### config.mk
export PLATFORM = sky130hd
export DESIGN_NAME = floor_call_panel
export DESIGN_NICKNAME = d
export VERILOG_FILES = /design/src/rtl/floor_call_panel.sv
export SDC_FILE = /design/constraint.sdc
export NUM_CORES = 1
export LEC_CHECK = 0
export CAP_MARGIN = 5
export CORE_MARGIN = 5
export CORE_UTILIZATION = 25
export CTS_BUF_LIST = sky130_fd_sc_hd__clkbuf_8 sky130_fd_sc_hd__clkbuf_16
export DETAILED_ROUTE_END_ITERATION = 10
export SLEW_MARGIN = 40
export SYNTH_ARGS = -nofsm -noshare
export SYNTH_HDL_FRONTEND = slang
export SYNTH_SLANG_ARGS = --single-unit
### constraint.sdc
create_clock -name clk -period 8.15 [get_ports clk]
set_input_delay 1.2225 -clock clk [delete_from_list [all_inputs] [get_ports clk]]
set_output_delay 1.2225 -clock clk [all_outputs]
set_load 0.005 [all_outputs]
### src/rtl/floor_call_panel.sv
// Floor-call panel: synchronises and debounces call buttons, keeps one lamp per
// floor and issues pending calls to the lift controller one at a time.
module floor_call_panel #(
  parameter int unsigned FLOORS   = 8,
  parameter int unsigned DEBOUNCE = 4,
  parameter int unsigned HOLD     = 3,
  parameter int unsigned GAP      = 2
) (
  input  logic              clk,
  input  logic              reset,
  input  logic [FLOORS-1:0] btn,
  input  logic [2:0]        current_floor,
  input  logic [1:0]        door,
  input  logic              emergency_stop,
  output logic [2:0]        req_floor,
  output logic              req_valid,
  output logic [FLOORS-1:0] lamps,
  output logic              busy
);

  localparam int unsigned PW   = (DEBOUNCE > 2) ? $clog2(DEBOUNCE) : 1;
  localparam int unsigned CMAX = (HOLD > GAP) ? HOLD : GAP;
  localparam int unsigned CW   = $clog2(CMAX + 1);

  typedef enum logic [1:0] {
    S_IDLE,
    S_ISSUE,
    S_GAP
  } state_t;

  logic [FLOORS-1:0] sync1_q, sync2_q;
  logic [PW-1:0]     presc_q, presc_d;
  logic              tick;
  logic [FLOORS-1:0] hist0_q, hist0_d, hist1_q, hist1_d;
  logic [FLOORS-1:0] deb_q, deb_d;
  logic [FLOORS-1:0] press;
  logic [FLOORS-1:0] lamps_q, lamps_d;
  logic [FLOORS-1:0] sent_q, sent_d;
  logic [FLOORS-1:0] clr_mask, issue_mask;
  logic [FLOORS-1:0] avail, others, pool;
  logic [2:0]        last_q, last_d;
  logic [2:0]        cand, idx;
  logic              found, fresh;
  state_t            state_q, state_d;
  logic [CW-1:0]     count_q, count_d;
  logic [2:0]        req_floor_q, req_floor_d;
  logic              req_valid_q, req_valid_d;
  logic              fresh_q, fresh_d;
  logic              busy_q, busy_d;

  always_comb begin
    tick     = (presc_q == PW'(DEBOUNCE - 1));
    presc_d  = tick ? '0 : presc_q + 1'b1;
    hist1_d  = tick ? hist0_q : hist1_q;
    hist0_d  = tick ? sync2_q : hist0_q;
    // 11 forces high, 00 forces low, mixed history keeps the previous level
    deb_d    = (deb_q | (hist1_d & hist0_d)) & (hist1_d | hist0_d);
    press    = deb_d & ~deb_q;
    clr_mask = (door == 2'd1) ? (FLOORS'(1) << current_floor) : '0;
  end

  // Round-robin search; the floor already on req_floor is only taken when it is
  // the sole candidate, and is then preceded by a one-cycle different value.
  always_comb begin
    avail = lamps_q & ~sent_q;
    others = avail & ~(FLOORS'(1) << req_floor_q);
    fresh = ~|others;
    pool = fresh ? avail : others;
    cand = '0;
    idx = '0;
    found = 1'b0;
    for (int unsigned k = 1; k <= 8; k++) begin
      idx = 3'(last_q + 3'(k));
      if (!found && pool[idx]) begin
        cand  = idx;
        found = 1'b1;
      end
    end
  end

  always_comb begin
    state_d     = state_q;
    count_d     = count_q;
    req_floor_d = req_floor_q;
    req_valid_d = req_valid_q;
    fresh_d     = fresh_q;
    last_d      = last_q;
    issue_mask  = '0;
    case (state_q)
      S_IDLE: begin
        req_valid_d = 1'b0;
        if (found && !emergency_stop) begin
          req_floor_d = fresh ? 3'(cand + 3'd1) : cand;
          req_valid_d = 1'b1;
          issue_mask  = FLOORS'(1) << cand;
          last_d      = cand;
          count_d     = CW'(HOLD - 1);
          fresh_d     = fresh;
          state_d     = S_ISSUE;
        end
      end
      S_ISSUE: begin
        if (fresh_q) begin
          req_floor_d = last_q;
          fresh_d     = 1'b0;
        end else if (count_q == '0) begin
          req_valid_d = 1'b0;
          count_d     = CW'(GAP - 1);
          state_d     = S_GAP;
        end else begin
          count_d = count_q - 1'b1;
        end
      end
      S_GAP: begin
        if (count_q == '0) begin
          state_d = S_IDLE;
        end else begin
          count_d = count_q - 1'b1;
        end
      end
      default: state_d = S_IDLE;
    endcase
    sent_d  = (sent_q | issue_mask) & ~clr_mask;
    lamps_d = (lamps_q | press) & ~clr_mask;
    busy_d  = |lamps_q;
  end

  always_ff @(posedge clk) begin
    if (!reset) begin
      sync1_q     <= '0;
      sync2_q     <= '0;
      presc_q     <= '0;
      hist0_q     <= '0;
      hist1_q     <= '0;
      deb_q       <= '0;
      lamps_q     <= '0;
      sent_q      <= '0;
      last_q      <= 3'd7;
      state_q     <= S_IDLE;
      count_q     <= '0;
      req_floor_q <= '0;
      req_valid_q <= 1'b0;
      fresh_q     <= 1'b0;
      busy_q      <= 1'b0;
    end else begin
      sync1_q     <= btn;
      sync2_q     <= sync1_q;
      presc_q     <= presc_d;
      hist0_q     <= hist0_d;
      hist1_q     <= hist1_d;
      deb_q       <= deb_d;
      lamps_q     <= lamps_d;
      sent_q      <= sent_d;
      last_q      <= last_d;
      state_q     <= state_d;
      count_q     <= count_d;
      req_floor_q <= req_floor_d;
      req_valid_q <= req_valid_d;
      fresh_q     <= fresh_d;
      busy_q      <= busy_d;
    end
  end

  assign req_floor = req_floor_q;
  assign req_valid = req_valid_q;
  assign lamps     = lamps_q;
  assign busy      = busy_q;

endmodule

Yosys cells after proc, flatten, opt, wreduce, memory -nomap -nowiden
Cells that the tools add are included.
{"block": "classes", "n_reduce_logical": 30, "eq_ne": 10, "n_bitwise": 16, "n_lt_le_gt_ge": 8, "addsub": 10, "mux": 58, "shift": 3}
{"cell": "8-bit AND", "n": 7}
{"cell": "8-bit 2-to-1 mux", "n": 6}
{"cell": "3-bit 2-to-1 mux", "n": 11}
{"cell": "3-bit by 4-bit < comparator with 1-bit output, second input constant", "n": 8}
{"cell": "8-bit NOT", "n": 4}
{"cell": "8-bit OR", "n": 4}
{"cell": "1-bit binary-select mux with 3-bit select", "n": 8}
{"cell": "1-bit by 3-bit << shifter with 8-bit output, first input constant", "n": 3}
{"cell": "1-bit 2-to-1 mux", "n": 20}
{"cell": "2-bit 2-to-1 mux", "n": 8}
{"cell": "8-bit OR reduction", "n": 2}
{"cell": "3-bit adder, second input constant", "n": 4}
{"cell": "2-bit != test, second input constant", "n": 6}
{"cell": "2-bit case mux with 3 select lines", "n": 2}
{"cell": "1-bit zero test", "n": 9}
{"cell": "1-bit logical AND", "n": 8}
{"cell": "4-bit AND reduction", "n": 2}
{"cell": "3-bit by 1-bit adder with 3-bit output, second input constant", "n": 2}
{"cell": "3-bit by 2-bit adder with 3-bit output, second input constant", "n": 2}
{"cell": "3-bit case mux with 2 select lines", "n": 1}
{"cell": "3-bit AND reduction", "n": 2}
{"cell": "2-bit by 1-bit == test with 1-bit output, second input constant", "n": 2}
{"cell": "2-bit == test, second input constant", "n": 2}
{"cell": "2-bit zero test", "n": 2}
{"cell": "other kinds (8)", "n": 10}
{"block": "word_totals", "regBits": 71, "word_cells": 150, "output_inout_bits": 13, "in_bits": 16}

Depth between registers and ports, before layout
{"block": "logic_depth", "word_depth": 34, "depth_mapped": 25, "depth_no_buf": 21}

Worst setup path before layout
No wires, ideal clock.
{"block": "synth_path", "path_kind": "register to register", "start": "register last_q[0]", "end": "register req_floor_q[2] (netlist: req_floor[2])", "t_required_ps": 8092, "arrival_ps": 4546, "period_less_slack_ps": 4604, "slack_ps": 3546, "setup_ps": 58, "n_path_buf": 4, "stages_incl_launch_ff": 23, "cell_sequence": "dfxtp_1 inv_1 buf_6 ha_1 clkbuf_8 clkbuf_1 clkbuf_1 mux4_1 a32oi_1 o211ai_1 a211oi_4 nand3b_1 a32o_1 and2_1 inv_1 ha_1 ha_1 nand2_1 nor2_1 a21oi_1 o211ai_1 a211oi_1 a31o_2"}
{"block": "synth_via", "elab_chain_len": 29, "elab_cells_between_ends": 60, "cone_classes": "8 x add/sub; 1 x eq/ne; 35 x mux; 16 x reduce/logical"}
{"element": "from (decl)", "line": "41", "source": "logic [2:0] last_q, last_d;"}
{"element": "from (signal assigned)", "line": "154", "source": "last_q <= last_d;"}
{"element": "3-bit by 1-bit adder with 3-bit output", "line": "73", "source": "idx = 3'(last_q + 3'(k));"}
{"element": "1-bit binary-select mux with 3-bit select", "line": "74", "source": "if (!found && pool[idx]) begin"}
{"element": "1-bit 2-to-1 mux (implied by the code)", "line": "74"}
{"element": "1-bit 2-to-1 mux", "line": "74"}
{"element": "1-bit zero test", "line": "74"}
{"element": "1-bit logical AND", "line": "74"}
{"element": "1-bit 2-to-1 mux", "line": "74"}
{"element": "1-bit zero test", "line": "74"}
{"element": "[14 not listed]"}
{"element": "1-bit zero test", "line": "74"}
{"element": "1-bit logical AND", "line": "74"}
{"element": "3-bit 2-to-1 mux *", "line": "74"}
{"element": "named net cand[1]", "line": "42", "source": "logic [2:0] cand, idx;"}
{"element": "3-bit by 1-bit adder with 3-bit output *", "line": "93", "source": "req_floor_d = fresh ? 3'(cand + 3'd1) : cand;"}
{"element": "3-bit 2-to-1 mux *", "line": "93"}
{"element": "3-bit 2-to-1 mux *", "line": "92", "source": "if (found && !emergency_stop) begin"}
{"element": "3-bit case mux with 2 select lines *", "line": "89", "source": "case (state_q)"}
{"element": "to (signal assigned)", "line": "157", "source": "req_floor_q <= req_floor_d;"}
{"element": "to (decl)", "line": "46", "source": "logic [2:0] req_floor_q, req_floor_d;"}
Mark *: on every way through the listed nets, which the timed path passes. The rest lies on a longest branch. The select of a mux whose other input is x is not followed.
A chain may end at the register's enable or synchronous reset.

Final worst setup path
{"block": "layout_path", "start": "register req_floor_q[1] (netlist: req_floor[1])", "end": "register req_floor_q[2] (netlist: req_floor[2])"}
{"block": "layout_via", "elab_chain_len": 33, "elab_cells_between_ends": 58, "cone_classes": "1 x add/sub; 1 x eq/ne; 1 x shift; 36 x mux; 2 x bitwise; 17 x reduce/logical"}
{"element": "1-bit by 3-bit << shifter with 8-bit output *", "line": "66", "source": "others = avail & ~(FLOORS'(1) << req_floor_q);"}
{"element": "8-bit NOT *", "line": "66"}
{"element": "8-bit AND *", "line": "66"}
{"element": "8-bit OR reduction", "line": "67", "source": "fresh = ~|others;"}
{"element": "8-bit 2-to-1 mux *", "line": "68", "source": "pool = fresh ? avail : others;"}
{"element": "1-bit binary-select mux with 3-bit select", "line": "74"}
{"element": "1-bit 2-to-1 mux (implied by the code)", "line": "74"}
{"element": "1-bit 2-to-1 mux", "line": "74"}
{"element": "[18 not listed]"}
{"element": "1-bit zero test", "line": "74"}
{"element": "1-bit logical AND", "line": "74"}
{"element": "3-bit 2-to-1 mux *", "line": "74"}
{"element": "named net cand[0]", "line": "42"}
{"element": "3-bit by 1-bit adder with 3-bit output *", "line": "93"}
{"element": "3-bit 2-to-1 mux *", "line": "93"}
{"element": "3-bit 2-to-1 mux *", "line": "92"}
{"element": "3-bit case mux with 2 select lines *", "line": "89"}
Marks and branches as above.

==> flow_metrics.tcl <==
set metrics [dict create \
    status "finished, final reports clean" \
    drt_pass1_iterations 5 \
    final_layout_size_suffix_gt1_frac 0.107 \
    multiInputGateArea_um2 3030 \
    diodes 0 \
    required_ns 8.42 \
    num_rows 50 \
    clkTransAtPathRegs_ns 0.06 \
    regToRegStartpoint "req_floor[1]" \
    totalWireLength_um 11700 \
    dp_hpwl_um 8610 \
    synthArstFlopShare 0 \
    tightest_slew_ns 0.699 \
    startpoint_type "flip-flop" \
    fp.dieW_um 148 \
    peakVddDrop_mv 0.115 \
    drtIter0Drc 308 \
    finalPower_mw 1.07 \
    drv_cap 0 \
    synthAdderAreaFrac 0.0392 \
    clock_path_buffers 2 \
    synth_top_family_by_area "compound AO/OA/AOI/OAI gates" \
    gp_congestion 0.906 \
    antenna_found_initial 0 \
    synth_simple_gate_area_share 0.242 \
    port_buffers 28 \
    ant_nets 0 \
    start_util 0.255 \
    cts_num_sinks 71 \
    cts_buffers 9 \
    rr_worst_depth 18 \
    r2r-end "req_floor[2]" \
    hold_path_class "reg2reg" \
    cts_hold_buf 0 \
    period_minus_slack_ns 5.31 \
    htree_levels 3 \
    hold_viol_final 0 \
    fmax_ghz 0.188 \
    min_path_cells 1 \
    synth-xor-area-share 0.0256 \
    slew_headroom 0.534 \
    critPathArrivalTime_ns 5.58 \
    regArea_um2 1420 \
    crit_type "reg2reg" \
    clk_latency_ns 0.33 \
    synth_area_um2 4790 \
    vias 4132 \
    yosysSeqAreaShare 0.297 \
    postCtsSetupRepairBufs 0 \
    rrSetupSlack_ns 2.84 \
    syn_avg_cell_area_um2 8.45 \
    coreArea_um2 18800 \
    synth_compound_area_frac 0.259 \
    ys_types 85 \
    grt.overflow.total 0 \
    num-nets-final 608 \
    powerDensity_nw_per_um2 196 \
    syn_inst 567 \
    min_from "sync1_q[5]" \
    drcViolationCount 0 \
    synthMuxAreaShare 0.0661 \
    ys_ff_latch 71 \
    grt_pass1_vias 3886 \
    nFillCells 2011 \
    fin_setup_tns_ns 0 \
    wl_per_cell_um 14.4 \
    grt_pass1_wl_um 19500 \
    leakage_nw 2.02 \
    ios 29 \
    viasPerCell 5.06 \
    ys.warnings.count 0 \
    grt_max_degree 65 \
    syn_to_final_growth_pct 14.1 \
    root_buffer "clkbuf_16" \
    cts_tree "done" \
    gr-usage-all-layers 0.108 \
    crit_fanout 14 \
    setup_violations 0 \
    skew_ns 0.00472 \
    cts_resized 0 \
    rsz0062_at_grt "no" \
    syn_nets 598 \
    ys.flop_type "dfxtp_1" \
    crit_path_end_kind "flip-flop" \
    die_h_um 148 \
    min_to "sync2_q[5]" \
    dieArea_um2 22000 \
    synth-edff-count 0 \
    drv_slew 0 \
    fin_crit_sh 0.651 \
]
-- cell families after synthesis --
kind of cell / after synthesis
AND/OR/NAND/NOR: 209
AO/OA/AOI/OAI: 173
flip-flops: 71
buffers and inverters: 67
multiplexers: 21
adder cells (fa/ha/maj): 15
XOR/XNOR: 11
-- sequential cells by signal, summed over array words and instances (netlist names) --
name	count
lamps	8
state_q	2
sync2_q	8
last_q	3
fresh_q	1
hist1_q	8
presc_q	2
hist0_q	8
req_valid	1
count_q	2
sync1_q	8
deb_q	8
sent_q	8
busy	1
req_floor	3
-- placed cells by master, fill, tap and decap left out, types with 4 or more instances in the layout --
cell / Yosys / routed
and2b_2: 5 / 5
mux4_2: 4 / 4
mux2_2: 6 / 6
xnor2_1: 6 / 6
nor2_1: 35 / 35
o21a_1: 5 / 5
o21ai_0: 36 / 36
nand2_1: 52 / 52
nor2b_1: 7 / 7
nand3_1: 11 / 11
o211ai_1: 12 / 12
dfxtp_1: 71 / 71
nand2b_1: 21 / 21
buf_4: 2 / 4
a211oi_1: 12 / 12
inv_1: 34 / 34
a31oi_1: 12 / 12
a21oi_1: 22 / 22
nand3b_1: 7 / 7
mux2i_1: 8 / 8
clkdlybuf4s50_1: 0 / 27
clkbuf_16: 0 / 9
or3b_2: 6 / 6
and2_1: 27 / 27
a21boi_0: 23 / 23
nor3b_1: 6 / 6
ha_1: 15 / 13
-- worst max-delay path: stages, from the launching register on --
cell and delay (ns):
dfxtp_1 0.66, inv_1 0.26, a222oi_1 0.33, nand4_1 0.53, or2_1 0.58, a2111oi_0 0.44, or4_1 0.36, inv_1 0.15
a31oi_1 0.24, a2bb2oi_1 0.36, inv_1 0.12, ha_1 0.22, ha_1 0.28, nand2_1 0.07, nor2_1 0.04, a21oi_1 0.14
o211ai_1 0.10, a211oi_1 0.24, a31o_2 0.13
-- layout make-up --
class                      count  area share
clock buffer                  10      0.0437
tap                          234      0.0536
sequential                    71       0.260
timing repair buffer          31      0.0550
multi-input combinational    429       0.555
clock inverter                 6     0.00825
inverter                      35      0.0240
-- worst max path at each step --
| stage | from | to | depth (start not counted) |
|---|---|---|---|
| finish | req_floor[1] | req_floor[2] | 18 |
| global route | req_floor[2] | req_floor[2] | 18 |
| CTS | req_floor[2] | req_floor[2] | 18 |
| detailed placement | req_floor[2] | req_floor[2] | 18 |
| global placement | last_q[1] | req_floor[2] | 21 |
| floorplan | last_q[0] | req_floor[2] | 22 |
-- metal layers --
metal | GRT usage | share of wire | vias to the layer above
li1 | - | - | 2064
met1 | 0.141 | 0.47 | 1930
met2 | 0.175 | 0.46 | 116
met3 | 0.0171 | 0.043 | 22
met4 | 0.0490 | 0.028 | 0
met5 | 0 | 0 | -
-- report_power, final --
group | switching, mW | internal, mW | leakage [nW]
clock | 0.147 | 0.215 | 0.131
sequential | 0.0206 | 0.364 | 0.576
combinational | 0.201 | 0.120 | 1.31
total | 0.369 | 0.699 | 2.02
-- per-stage QoR --
stage | cells | instance area (µm²) | hold WS [ns] | setup slack [ns] | util
3_5_place_dp | 800 | 5180 | 0.419 | 2.97 | 0.276
5_1_grt | 816 | 5460 | 0.441 | 2.29 | 0.291
6_report | 816 | 5460 | 0.431 | 2.84 | 0.291
4_1_cts | 816 | 5460 | 0.434 | 2.95 | 0.291
3_3_place_gp | 800 | 5170 | 0.413 | 2.86 | 0.276
2_1_floorplan | 567 | 4790 | 0.405 | 3.55 | -
-- synthesized netlist by cell type (4+ instances only) --
master	n	area share
dfxtp_1	71	0.30
nand2_1	52	0.041
o21ai_0	36	0.038
nor2_1	35	0.027
inv_1	34	0.027
and2_1	27	0.035
a21boi_0	23	0.036
a21oi_1	22	0.023
nand2b_1	21	0.027
clkbuf_1	17	0.013
ha_1	15	0.039
a211oi_1	12	0.019
a31oi_1	12	0.016
o211ai_1	12	0.019
nand3_1	11	0.011
mux2i_1	8	0.017
nand3b_1	7	0.011
nor2b_1	7	0.0091
buf_6	6	0.014
mux2_2	6	0.014
nor3b_1	6	0.0094
or3b_2	6	0.011
xnor2_1	6	0.011
and2b_2	5	0.0091
o21a_1	5	0.0078
buf_2	4	0.0042
mux4_2	4	0.019
Power figures use the tool's default switching activity.
